## config.mk

```make
export PLATFORM = sky130hd
export DESIGN_NAME = ddr_rd_req_gen
export DESIGN_NICKNAME = d
export VERILOG_FILES = /design/src/rtl/ddr_rd_req_gen.sv
export SDC_FILE = /design/constraint.sdc
export NUM_CORES = 1
export LEC_CHECK = 0
export CAP_MARGIN = 20
export CORE_MARGIN = 4
export CORE_UTILIZATION = 46
export DETAILED_ROUTE_END_ITERATION = 8
export PLACE_DENSITY = 0.76
export SYNTH_ARGS = -nofsm -noshare
export SYNTH_HDL_FRONTEND = slang
export SYNTH_SLANG_ARGS = --single-unit
export TNS_END_PERCENT = 10
```

## constraint.sdc

```tcl
create_clock -name clk -period 9.05 [get_ports clk]
set_input_delay 1.81 -clock clk [delete_from_list [all_inputs] [get_ports clk]]
set_output_delay 1.81 -clock clk [all_outputs]
set_load 0.03 [all_outputs]
```

## src/rtl/ddr_rd_req_gen.sv

```systemverilog
// ddr_rd_req_gen: expands a strided 2-D DDR read job into bounded read requests.
// Each request is limited by the row remainder, MAX_LEN and the next 4 KiB boundary.
// Returned data beats are counted; done rises once every expected beat has arrived.
module ddr_rd_req_gen #(
  parameter int unsigned ADDR_W     = 32,
  parameter int unsigned BURST_W    = 16,
  parameter int unsigned MAX_LEN    = 16,
  parameter int unsigned BEAT_BYTES = 32
) (
  input  logic              clk,
  input  logic              rst,
  input  logic              start,
  input  logic [ADDR_W-1:0] st_addr,
  input  logic [BURST_W-1:0] burst,
  input  logic [ADDR_W-1:0] step,
  input  logic [BURST_W-1:0] burst_num,
  output logic              done,
  output logic              rd_req_valid,
  input  logic              rd_req_ready,
  output logic [ADDR_W-1:0] rd_req_addr,
  output logic [7:0]        rd_req_len,
  input  logic              rd_data_valid
);

  localparam logic [1:0] IDLE = 2'd0;
  localparam logic [1:0] REQ  = 2'd1;
  localparam logic [1:0] WAIT = 2'd2;

  localparam int unsigned BEAT_SHIFT = $clog2(BEAT_BYTES);
  // Common width for comparing row remainder against the beat cap.
  localparam int unsigned CW         = (BURST_W > 13) ? BURST_W : 13;
  localparam int unsigned BW2        = 2 * BURST_W;

  logic [1:0]         state;
  logic [ADDR_W-1:0]  cur_addr;
  logic [ADDR_W-1:0]  row_base;
  logic [BURST_W-1:0] row_rem;
  logic [BURST_W-1:0] rows_left;
  logic [BURST_W-1:0] cfg_burst;
  logic [ADDR_W-1:0]  cfg_step;
  logic [BW2-1:0]     beats_exp;
  logic [BW2-1:0]     beats_rcv;
  logic               done_q;

  logic [12:0]        bytes_to_4k;
  logic [12:0]        beats_to_4k;
  logic [CW-1:0]      cap;
  logic [CW-1:0]      rem_w;
  logic [CW-1:0]      len_w;
  logic [ADDR_W-1:0]  addr_inc;
  logic [ADDR_W-1:0]  next_row;
  logic [BURST_W-1:0] row_rem_sub;
  logic               accept;
  logic               row_done;
  logic               last_req;
  logic               beat_in;
  logic [BW2-1:0]     beats_rcv_nx;
  logic               complete;

  // Request length and bookkeeping for the current request.
  always_comb begin
    bytes_to_4k  = 13'd4096 - {1'b0, cur_addr[11:0]};
    beats_to_4k  = bytes_to_4k >> BEAT_SHIFT;
    cap          = (CW'(beats_to_4k) < CW'(MAX_LEN)) ? CW'(beats_to_4k) : CW'(MAX_LEN);
    rem_w        = CW'(row_rem);
    len_w        = (rem_w < cap) ? rem_w : cap;
    addr_inc     = ADDR_W'(len_w) << BEAT_SHIFT;
    next_row     = row_base + cfg_step;
    row_rem_sub  = row_rem - BURST_W'(len_w);
    accept       = (state == REQ) && rd_req_ready;
    row_done     = (row_rem_sub == '0);
    last_req     = row_done && (rows_left == BURST_W'(1));
    beat_in      = (state != IDLE) && rd_data_valid;
    beats_rcv_nx = beats_rcv + {{(BW2-1){1'b0}}, beat_in};
    // Data may complete early, so completion is also allowed on the last accept.
    complete     = (beats_rcv_nx == beats_exp) &&
                   ((state == WAIT) || (accept && last_req));
  end

  // Output drive; length reads as zero outside REQ.
  always_comb begin
    rd_req_valid = (state == REQ);
    rd_req_addr  = cur_addr;
    rd_req_len   = (state == REQ) ? 8'(len_w - CW'(1)) : 8'd0;
    done         = done_q;
  end

  // Job state, address walk and beat counting.
  always_ff @(posedge clk) begin
    if (rst) begin
      state     <= IDLE;
      cur_addr  <= '0;
      row_base  <= '0;
      row_rem   <= '0;
      rows_left <= '0;
      cfg_burst <= '0;
      cfg_step  <= '0;
      beats_exp <= '0;
      beats_rcv <= '0;
      done_q    <= 1'b1;
    end else begin
      case (state)
        IDLE: begin
          if (start && (burst != '0) && (burst_num != '0)) begin
            cfg_burst <= burst;
            cfg_step  <= step;
            cur_addr  <= st_addr;
            row_base  <= st_addr;
            row_rem   <= burst;
            rows_left <= burst_num;
            beats_exp <= BW2'(burst) * BW2'(burst_num);
            beats_rcv <= '0;
            done_q    <= 1'b0;
            state     <= REQ;
          end
        end
        REQ: begin
          beats_rcv <= beats_rcv_nx;
          if (accept) begin
            if (row_done) begin
              rows_left <= rows_left - BURST_W'(1);
              row_base  <= next_row;
              cur_addr  <= next_row;
              row_rem   <= cfg_burst;
            end else begin
              cur_addr  <= cur_addr + addr_inc;
              row_rem   <= row_rem_sub;
            end
            if (last_req) begin
              if (complete) begin
                state  <= IDLE;
                done_q <= 1'b1;
              end else begin
                state  <= WAIT;
              end
            end
          end
        end
        WAIT: begin
          beats_rcv <= beats_rcv_nx;
          if (complete) begin
            state  <= IDLE;
            done_q <= 1'b1;
          end
        end
        default: state <= IDLE;
      endcase
    end
  end

endmodule

```

==> results.cfg, run 1 <==
[status]
status = finished clean

[clock_network]
cts-buffers-inserted = 25
post-cts-setup-buffers = 0
h-tree-depth = 1
holdBufCountCts = 0
cts-root-buf = clkbuf_16
tritoncts = built
clkSlewWorstSetupHoldPaths_ps = 60
cts_resized = 0
insertion_delay_ps = 550
clock-sinks = 211
cts_buffer_depth = 3

[routing]
final_antenna_net_count = 0
met2_length_mm = 29.54
wl_per_cell_um = 19.09
viasPerCell = 5.823
top_layer = met4
drt_iter0_drc = 1709
first_pass_iters = 5
drt_wl_total_mm = 66.58
drc = 0
wl_met1_mm = 28.54
vias = 20310
dr_wl_met3_mm = 6.226

[pwr]
leakage_nw = 10.69
peakVddDrop_uv = 489.0
power_mw = 7.646
power_density_mw_per_mm2 = 310.5

[timing]
fmax_mhz = 116.4
hold_slack_ps = 456.3
tightest_slew_ps = 1089
min_period_ps = 8594
hold_violations = 0
layout_setup_ws_ps = 455.5
finClkSkew_ps = 16.32
totalNegativeSetupSlack_ps = 0
period_share_pct = 94.97
relSlewSlack_pct = 26.65
finalSetupViolCount = 0
drv_slew = 0
rsz0062_at_grt = no

[final_layout]
drive_gt1_share_pct = 3.856
area_growth_pct = 12.90
fin_util_pct = 52.66
final_nets = 3333

[synth]
synth-seq-cells = 211
syn_area_per_cell_um2 = 7.786
ys_types = 75
ys.flop_type = dfxtp_1
synth_edf_count = 0
yosysWarnings = 0
synthArstFlopShare_pct = 0
synth_cells = 2801
seq_area_frac_synth_pct = 19.37
synth_area_mm2 = 0.02181

[critical_path]
arrival_ps = 9040
required_ps = 9490
critPathMaxFanout = 41
startpoint_type = register
end_kind = register
criticalPathCategory = register to register

[global_route]
grt_max_degree = 95
grt_pass1_wl_mm = 107.5
track_usage_pct = 25.75
antenna_found_initial = 4
grt_pass1_vias = 20290
grt_overflow = 0

[floorplan]
die_w_um = 225.7
die_h_um = 225.7
row_count = 79
core_mm2 = 0.04675
start_util_pct = 46.65
die_area_mm2 = 0.05096
pin_count = 143

[place]
dp_slack_ps = 496.6
gp_congestion = 0.9675
dp_hpwl_mm = 50.59
portBuffers = 142

[run]
drv_cap = 0

[min_path]
hp-class = register to register
## cells by family (layout without fill, tap and decap cells)
family | Yosys count | in the layout | share of synthesized area (%)
multiplexers | 9 | 9 | 0.4188
AND/OR/NAND/NOR | 1021 | 1021 | 21.61
XOR/XNOR | 123 | 123 | 4.939
adder cells (fa/ha/maj) | 370 | 370 | 28.01
flip-flops | 211 | 211 | 19.37
other | 2 | 15 | 0.03443
AO/OA/AOI/OAI | 629 | 629 | 17.89
buffers and inverters | 436 | 503 | 7.733
## Yosys cell counts (all sizes together), types with 14 or more instances
cell type / n / area (µm²)
nor4: 33 / 212.7
o21bai: 17 / 127.6
nor3: 54 / 275.3
o21a: 31 / 232.7
buf: 26 / 146.4
nand4: 18 / 112.6
xor2: 35 / 306.5
nor2b: 14 / 87.58
a21oi: 230 / 1151
nand2: 426 / 1599
or3: 20 / 125.1
a21o: 41 / 307.8
dfxtp: 211 / 4224
ha: 173 / 2165
clkbuf: 140 / 526.8
and3: 15 / 93.84
nor2: 236 / 885.9
nand3: 50 / 250.2
a211oi: 38 / 302.8
a22oi: 14 / 105.1
fa: 197 / 3944
inv: 270 / 1013
and2: 95 / 594.3
o21ai: 126 / 630.6
a31oi: 34 / 212.7
xnor2: 88 / 770.7
## metal layers
metal | track usage (%) | vias up
met5 | 0 | -
met4 | 7.963 | 0
met3 | 5.226 | 163
met2 | 40.24 | 892
met1 | 36.10 | 9726
li1 | - | 9530
## state kept, by name (all words and copies together) (netlist names)
register / cells
done: 1
beats_rcv: 32
beats_exp: 32
rows_left: 16
row_base: 32
cfg_step: 32
rem_w: 16
cfg_burst: 16
state: 2
rd_req_addr: 32
## worst max-delay path, cell delays in order, from the launching register on
cell and delay [ps]:
dfxtp_1 350, nor4_1 830, nor3b_1 580, nor2b_1 340, nand2b_1 150, o21bai_1 190
inv_1 70, ha_1 180, a21oi_1 200, nand4_1 160, a41o_1 280, nor2_1 490
mux2i_1 230, inv_1 170, ha_1 190, inv_1 50, fa_1 410, a211oi_1 520
nor4b_2 130, or3b_2 550, xnor2_1 150, a211o_1 350, a211oi_4 240, buf_4 290
o21a_2 750, buf_4 330, nor2_1 60, a211oi_1 220
## area by class of cell
type	instances	area, µm²
clock inverters	12	195.2
multi-input cells	2165	15960
well taps	607	759.5
diodes	2	5.005
repair buffers	189	1779
clock buffers	32	681.9
flip-flops and latches	211	4224
fillers	4303	22130
inverters	270	1013
## path summary, 6_finish.rpt
kind / from / endpoint / slack, ps / depth (start not counted)
setup reg to reg: rd_req_addr[1]$_SDFFE_PP0P_ / row_base[30]$_SDFFE_PP0P_ / 460 / 27
setup / recovery: rd_req_addr[1]$_SDFFE_PP0P_ / row_base[30]$_SDFFE_PP0P_ / 460 / 27
hold reg to reg: cfg_burst[10]$_SDFFE_PP0P_ / cfg_burst[10]$_SDFFE_PP0P_ / 460 / 2
hold / removal: cfg_burst[10]$_SDFFE_PP0P_ / cfg_burst[10]$_SDFFE_PP0P_ / 460 / 2
## report_power, final
group	total, mW	internal, mW	switching [mW]	leakage (nW)
sequential	1.21	1.07	0.133	1.73
clock	1.09	0.673	0.418	0.429
combinational	5.35	2.20	3.15	8.53
total	7.65	3.94	3.70	10.7
## per-stage QoR
stage          std cells  cell area [µm²]
3_3_place_gp        3441            23730
5_1_grt             3488            24620
6_report            3488            24620
2_1_floorplan       2812            21850
3_5_place_dp        3442            23740
4_1_cts             3486            24620
## placed cells by master (no fill, tap or decap), types with 8 or more instances in the layout
cell and instances:
a2111oi_0 9, ha_1 172, nand3_1 50, o31ai_1 12, inv_1 269, nand2_1 426
nor2b_1 14, nand2b_1 10, nor3_1 53, a211oi_1 36, mux2i_1 8, dfxtp_1 211
and2_1 94, a31oi_1 34, clkbuf_16 25, o22ai_1 8, conb_1 13, nor4_1 32
xor2_1 35, a22oi_1 14, fa_1 197, a21o_1 41, a211o_1 8, o21bai_1 17
o211ai_1 8, nor3b_1 11, o21a_1 30, and3_1 15, o21ai_0 119, nand4_1 18
and4_1 13, nor2_1 235, or3_1 20, a21oi_1 229, xnor2_1 88, buf_4 46
clkdlybuf4s50_1 141
(Power assumes the default switching activity.)
==> inputs of run 2 (changes only) <==
--- a/config.mk
+++ b/config.mk
@@ -8,6 +8,7 @@
 export CAP_MARGIN = 20
 export CORE_MARGIN = 4
 export CORE_UTILIZATION = 46
+export CTS_CLUSTER_SIZE = 14
 export DETAILED_ROUTE_END_ITERATION = 8
 export PLACE_DENSITY = 0.76
 export SYNTH_ARGS = -nofsm -noshare
==> run 2 against run 1 <==
Utilization down 0.088 points. Sequential share of layout area about the same. Largest power group unchanged. Cell count about the same. Global-route usage down 0.075 points. Die area unchanged. Clock-buffer cell count unchanged. Non-clock buffer count unchanged. Critical path depth unchanged. Design area down 0.17%.
==> results.cfg, run 2 (synthesis gave the netlist of run 1 again) <==
[status]
status = finished clean

[routing]
first_pass_iters = 6
vias = 20290
drc = 0
wl_per_cell_um = 19.05
drt_iter0_drc = 1452
drt_wl_total_mm = 66.47
final_antenna_net_count = 0
viasPerCell = 5.816

[clock_network]
post-cts-setup-buffers = 0
insertion_delay_ps = 550
h-tree-depth = 1
cts-buffers-inserted = 25
cts-root-buf = clkbuf_16
holdBufCountCts = 0
tritoncts = built
clock-sinks = 211
cts_resized = 0
cts_buffer_depth = 3
clkSlewWorstSetupHoldPaths_ps = 60

[floorplan]
row_count = 79
core_mm2 = 0.04675
die_w_um = 225.7
die_area_mm2 = 0.05096
pin_count = 143
start_util_pct = 46.65
die_h_um = 225.7

[critical_path]
end_kind = register
arrival_ps = 9020
critPathMaxFanout = 41
slowest_delay_ps = 840
critPathBufInv = 5
startpoint_type = register
criticalPathCategory = register to register
required_ps = 9490
crit_family = simple AND/OR/NAND/NOR gates
cp_common_cell = inv_1
critical_path.slowest_cell = nor4_1

[global_route]
grt_max_degree = 95
track_usage_pct = 25.68
antenna_found_initial = 5
grt_overflow = 0
grt_pass1_vias = 20260
grt_pass1_wl_mm = 107.1

[timing]
finalSetupViolCount = 0
totalNegativeSetupSlack_ps = 0
drv_slew = 0
tightest_slew_ps = 1100
hold_violations = 0
relSlewSlack_pct = 25.90
period_share_pct = 94.74
hold_slack_ps = 458.2
rsz0062_at_grt = no
finClkSkew_ps = 20.21
fmax_mhz = 116.6
min_period_ps = 8574

[min_path]
hp-class = register to register

[pwr]
leakage_nw = 10.68
power_density_mw_per_mm2 = 308.8
peakVddDrop_uv = 488.4

[final_layout]
final_common_cell = nand2_1
layout_common_cells = nand2_1 (426), inv_1 (269), nor2_1 (235)
fin_util_pct = 52.58
drive_gt1_share_pct = 3.958
area_growth_pct = 12.71
final_nets = 3333

[place]
portBuffers = 142
gp_congestion = 0.9675
dp_hpwl_mm = 50.59

[run]
drv_cap = 0
[run 2: changes by cell type in the layout (fill, tap and decap cells not counted)]
| cell | previous run | this run |
|---|---|---|
| clkinv_2 | 4 | 6 |
| clkinv_4 | 1 | 0 |
| bufinv_16 | 5 | 2 |
| clkbuf_8 | 3 | 5 |
| clkinvlp_4 | 1 | 2 |
| clkbuf_1 | 4 | 2 |
| inv_8 | 0 | 1 |
| inv_6 | 1 | 2 |
[run 2: layer usage]
metal	up-vias	wire length (µm)	share of wire [%]	track usage (%)
met5	-	0	0	0
met4	0	2177	3.3	7.746
met3	148	5696	8.6	5.018
met2	837	29540	44	40.12
met1	9782	29060	44	36.19
li1	9526	-	-	-
[run 2: worst paths after layout]
kind | start | endpoint | slack (ps) | cells after the start
setup / recovery | rd_req_addr[1]$_SDFFE_PP0P_ | row_base[30]$_SDFFE_PP0P_ | 480 | 27
hold / removal | cfg_burst[10]$_SDFFE_PP0P_ | cfg_burst[10]$_SDFFE_PP0P_ | 460 | 2
setup reg to reg | rd_req_addr[1]$_SDFFE_PP0P_ | row_base[30]$_SDFFE_PP0P_ | 480 | 27
hold reg to reg | cfg_burst[10]$_SDFFE_PP0P_ | cfg_burst[10]$_SDFFE_PP0P_ | 460 | 2
[run 2: through the flow]
| stage | instances | instance area [µm²] | power [mW] | setup slack, ps |
|---|---|---|---|---|
| 2_1_floorplan | 2812 | 21850 | 5.116 | 1356 |
| 6_report | 3489 | 24580 | 7.590 | 476.0 |
| 5_1_grt | 3489 | 24580 | 8.315 | 54.98 |
| 3_3_place_gp | 3441 | 23730 | 6.248 | 641.0 |
| 3_5_place_dp | 3442 | 23740 | 6.444 | 496.6 |
| 4_1_cts | 3487 | 24580 | 7.522 | 767.4 |
[run 2: final cells by class]
cell class | instances | area, µm²
clock inverters | 13 | 133.9
flip-flops and latches | 211 | 4224
diodes | 2 | 5.005
clock buffers | 32 | 701.9
fillers | 4302 | 22170
inverters | 270 | 1013
repair buffers | 189 | 1779
multi-input cells | 2165 | 15960
well taps | 607 | 759.5
[run 2: worst register-to-register path, cell delays in order, from the launching register on]
cell and delay [ps]:
dfxtp_1 370, nor4_1 850, nor3b_1 590, nor2b_1 340, nand2b_1 150, o21bai_1 200
inv_1 70, ha_1 180, a21oi_1 200, nand4_1 140, a41o_1 270, nor2_1 480
mux2i_1 220, inv_1 170, ha_1 190, inv_1 50, fa_1 410, a211oi_1 510
nor4b_2 130, or3b_2 550, xnor2_1 150, a211o_1 350, a211oi_4 240, buf_4 290
o21a_2 750, buf_4 360, nor2_1 60, a211oi_1 220
[run 2: report_power, final]
| group | leakage [nW] | internal (mW) | switching (mW) |
|---|---|---|---|
| clock | 0.414 | 0.607 | 0.430 |
| combinational | 8.53 | 2.20 | 3.15 |
| sequential | 1.73 | 1.07 | 0.133 |
| total | 10.7 | 3.88 | 3.71 |
==> inputs of run 3 (changes only) <==
--- a/config.mk
+++ b/config.mk
@@ -8,9 +8,10 @@
 export CAP_MARGIN = 20
 export CORE_MARGIN = 4
 export CORE_UTILIZATION = 46
+export CTS_CLUSTER_DIAMETER = 50
 export CTS_CLUSTER_SIZE = 14
 export DETAILED_ROUTE_END_ITERATION = 8
-export PLACE_DENSITY = 0.76
+export PLACE_DENSITY = 0.62
 export SYNTH_ARGS = -nofsm -noshare
 export SYNTH_HDL_FRONTEND = slang
 export SYNTH_SLANG_ARGS = --single-unit
==> run 3 against run 2 <==
Sequential share of layout area is 0.24 points lower. Wire length grew 0.19%. Design area grew 1.4%. Setup slack better by 370 ps. Sequential power hardly changed. Clock-buffer cell count grew 2.
==> results.cfg, run 3 (synthesis gave the netlist of run 1 again) <==
[place]
portBuffers = 142
dp.cells = 3458
place_area_mm2 = 0.02386
dp_hpwl_mm = 51.30
gp_congestion = 0.9102

[critical_path]
arrival_ps = 8690
required_ps = 9540
critPathMaxFanout = 13
crit_path_end = beats_exp[31]$_SDFFE_PP0P_
startpoint = burst_num[2]
startpoint_type = primary input
r2r_end = rd_req_addr[20]$_SDFFE_PP0P_
reg2reg_setup_slack_ps = 950
r2r-start = rd_req_addr[0]$_SDFFE_PP0P_
criticalPathCategory = primary input to register
end_kind = register
worstRegToRegCells = 28

[clock_network]
clkSlewWorstSetupHoldPaths_ps = 60
clock-sinks = 211
post-cts-setup-buffers = 0
h-tree-depth = 1
cts_resized = 0
cts_buffer_depth = 3
tritoncts = built
insertion_delay_ps = 580
cts-root-buf = clkbuf_16
cts-buffers-inserted = 31
holdBufCountCts = 0

[timing]
totalNegativeSetupSlack_ps = 0
min_period_ps = 8205
hold_violations = 0
finClkSkew_ps = 13.53
rsz0062_at_grt = no
tightest_slew_ps = 1059
fmax_mhz = 121.9
relSlewSlack_pct = 29.42
finalSetupViolCount = 0
period_share_pct = 90.67
hold_slack_ps = 453.8
drv_slew = 0

[global_route]
top_usage_layer = met2
antenna_found_initial = 2
grt_overflow = 0
grt_max_degree = 115
track_usage_pct = 25.97
grt_pass1_vias = 19980
grt.met2_usage_pct = 41.55
grt.met1_usage_pct = 37.36
grt_pass1_wl_mm = 107.2
grt_use_met3_pct = 3.523

[final_layout]
final_nets = 3355
design_area_mm2 = 0.02494
fillers = 4447
drive_gt1_share_pct = 4.917
layout_common_cells = nand2_1 (426), inv_1 (269), nor2_1 (235)
seq_area_mm2 = 0.004224
area_growth_pct = 14.34
final_common_cell = nand2_1
multi_input_area_mm2 = 0.01596
fin_cells = 3517

[routing]
drc = 0
drt_wl_total_mm = 66.60
drt_iter0_drc = 1559
first_pass_iters = 7
viasPerCell = 5.716
vias = 20100
final_antenna_net_count = 0
wl_per_cell_um = 18.94

[floorplan]
die_w_um = 225.7
row_count = 79
core_mm2 = 0.04675
start_util_pct = 46.65
die_area_mm2 = 0.05096
pin_count = 143
die_h_um = 225.7

[pwr]
internal_power_mw = 4.016
peakVddDrop_uv = 415.7
leakage_nw = 10.86
seqPwrFrac_pct = 15.6
switching_share_pct = 48.20
pwr-share-clk_pct = 16.3
netSwitchingPower_mw = 3.736
power_density_mw_per_mm2 = 310.9
combinationalPowerShare_pct = 68.1

[status]
status = finished clean

[min_path]
hp-class = register to register

[run]
drv_cap = 0
-- run 3: cell types whose count changed in the layout (fill, tap and decap cells not counted), sizes merged --
cell      previous run  this run
clkinv               6         8
clkinvlp             2         4
buf                 48        64
inv                273       277
bufinv               2         4
clkbuf              32        34
-- run 3: worst min path at each step --
stage,from,end,slack (ps),depth (start not counted)
final,cfg_burst[4]$_SDFFE_PP0P_,cfg_burst[4]$_SDFFE_PP0P_,450,2
after detailed placement,cfg_burst[15]$_SDFFE_PP0P_,cfg_burst[15]$_SDFFE_PP0P_,450,2
after floorplan,cfg_burst[7]$_SDFFE_PP0P_,cfg_burst[7]$_SDFFE_PP0P_,440,2
after global placement,cfg_burst[15]$_SDFFE_PP0P_,cfg_burst[15]$_SDFFE_PP0P_,440,2
after CTS,cfg_burst[15]$_SDFFE_PP0P_,cfg_burst[15]$_SDFFE_PP0P_,460,2
after global routing,cfg_burst[10]$_SDFFE_PP0P_,cfg_burst[10]$_SDFFE_PP0P_,480,2
-- run 3: per-layer routing --
layer  vias to the layer above  part of all wire, %
met2                       638                   46
li1                       9588                    -
met4                         2                  2.3
met5                         -                0.012
met1                      9767                   46
met3                       107                  5.6
-- run 3: worst max-delay path, stage by stage --
cell and delay (ps):
clkdlybuf4s50_1 840, and2_1 410, fa_1 510, inv_1 60, fa_1 470, inv_1 80, ha_1 150, inv_1 50
fa_1 470, inv_1 60, fa_1 530, inv_1 50, fa_1 470, inv_1 40, ha_1 200, nor2_1 150
nand2_1 60, o21ai_0 380, o21ai_0 290, a41oi_1 480, nor2_1 140, a41o_1 290, o41ai_1 350, xnor2_1 130
a211oi_1 230
-- run 3: area by class of cell --
cell class	instances	area share, %
multi-input combinational	2165	64.02
sequential	211	16.94
timing repair buffer	205	7.602
inverter	270	4.064
clock buffer	34	3.236
tap	607	3.046
clock inverter	23	1.074
antenna	2	0.02007
-- run 3: power groups by stage --
stage	combinational [mW]	clock (mW)	sequential, mW
final	5.28	1.26	1.21
after global routing	6.04	1.32	1.22
after CTS	5.28	1.28	1.21
after detailed placement	5.23	0	1.22
after global placement	5.19	0	1.22
after floorplan	3.89	0	1.23
-- run 3: through the flow --
| stage | power [mW] | util (%) | worst slack (ps) |
|---|---|---|---|
| floorplan | 5.116 | - | 1356 |
| global placement | 6.414 | 51.03 | 465.8 |
| detailed placement | 6.458 | 51.03 | 323.0 |
| CTS | 7.770 | 53.33 | 889.2 |
| global route | 8.580 | 53.33 | 394.1 |
| finish | 7.752 | 53.34 | 844.7 |
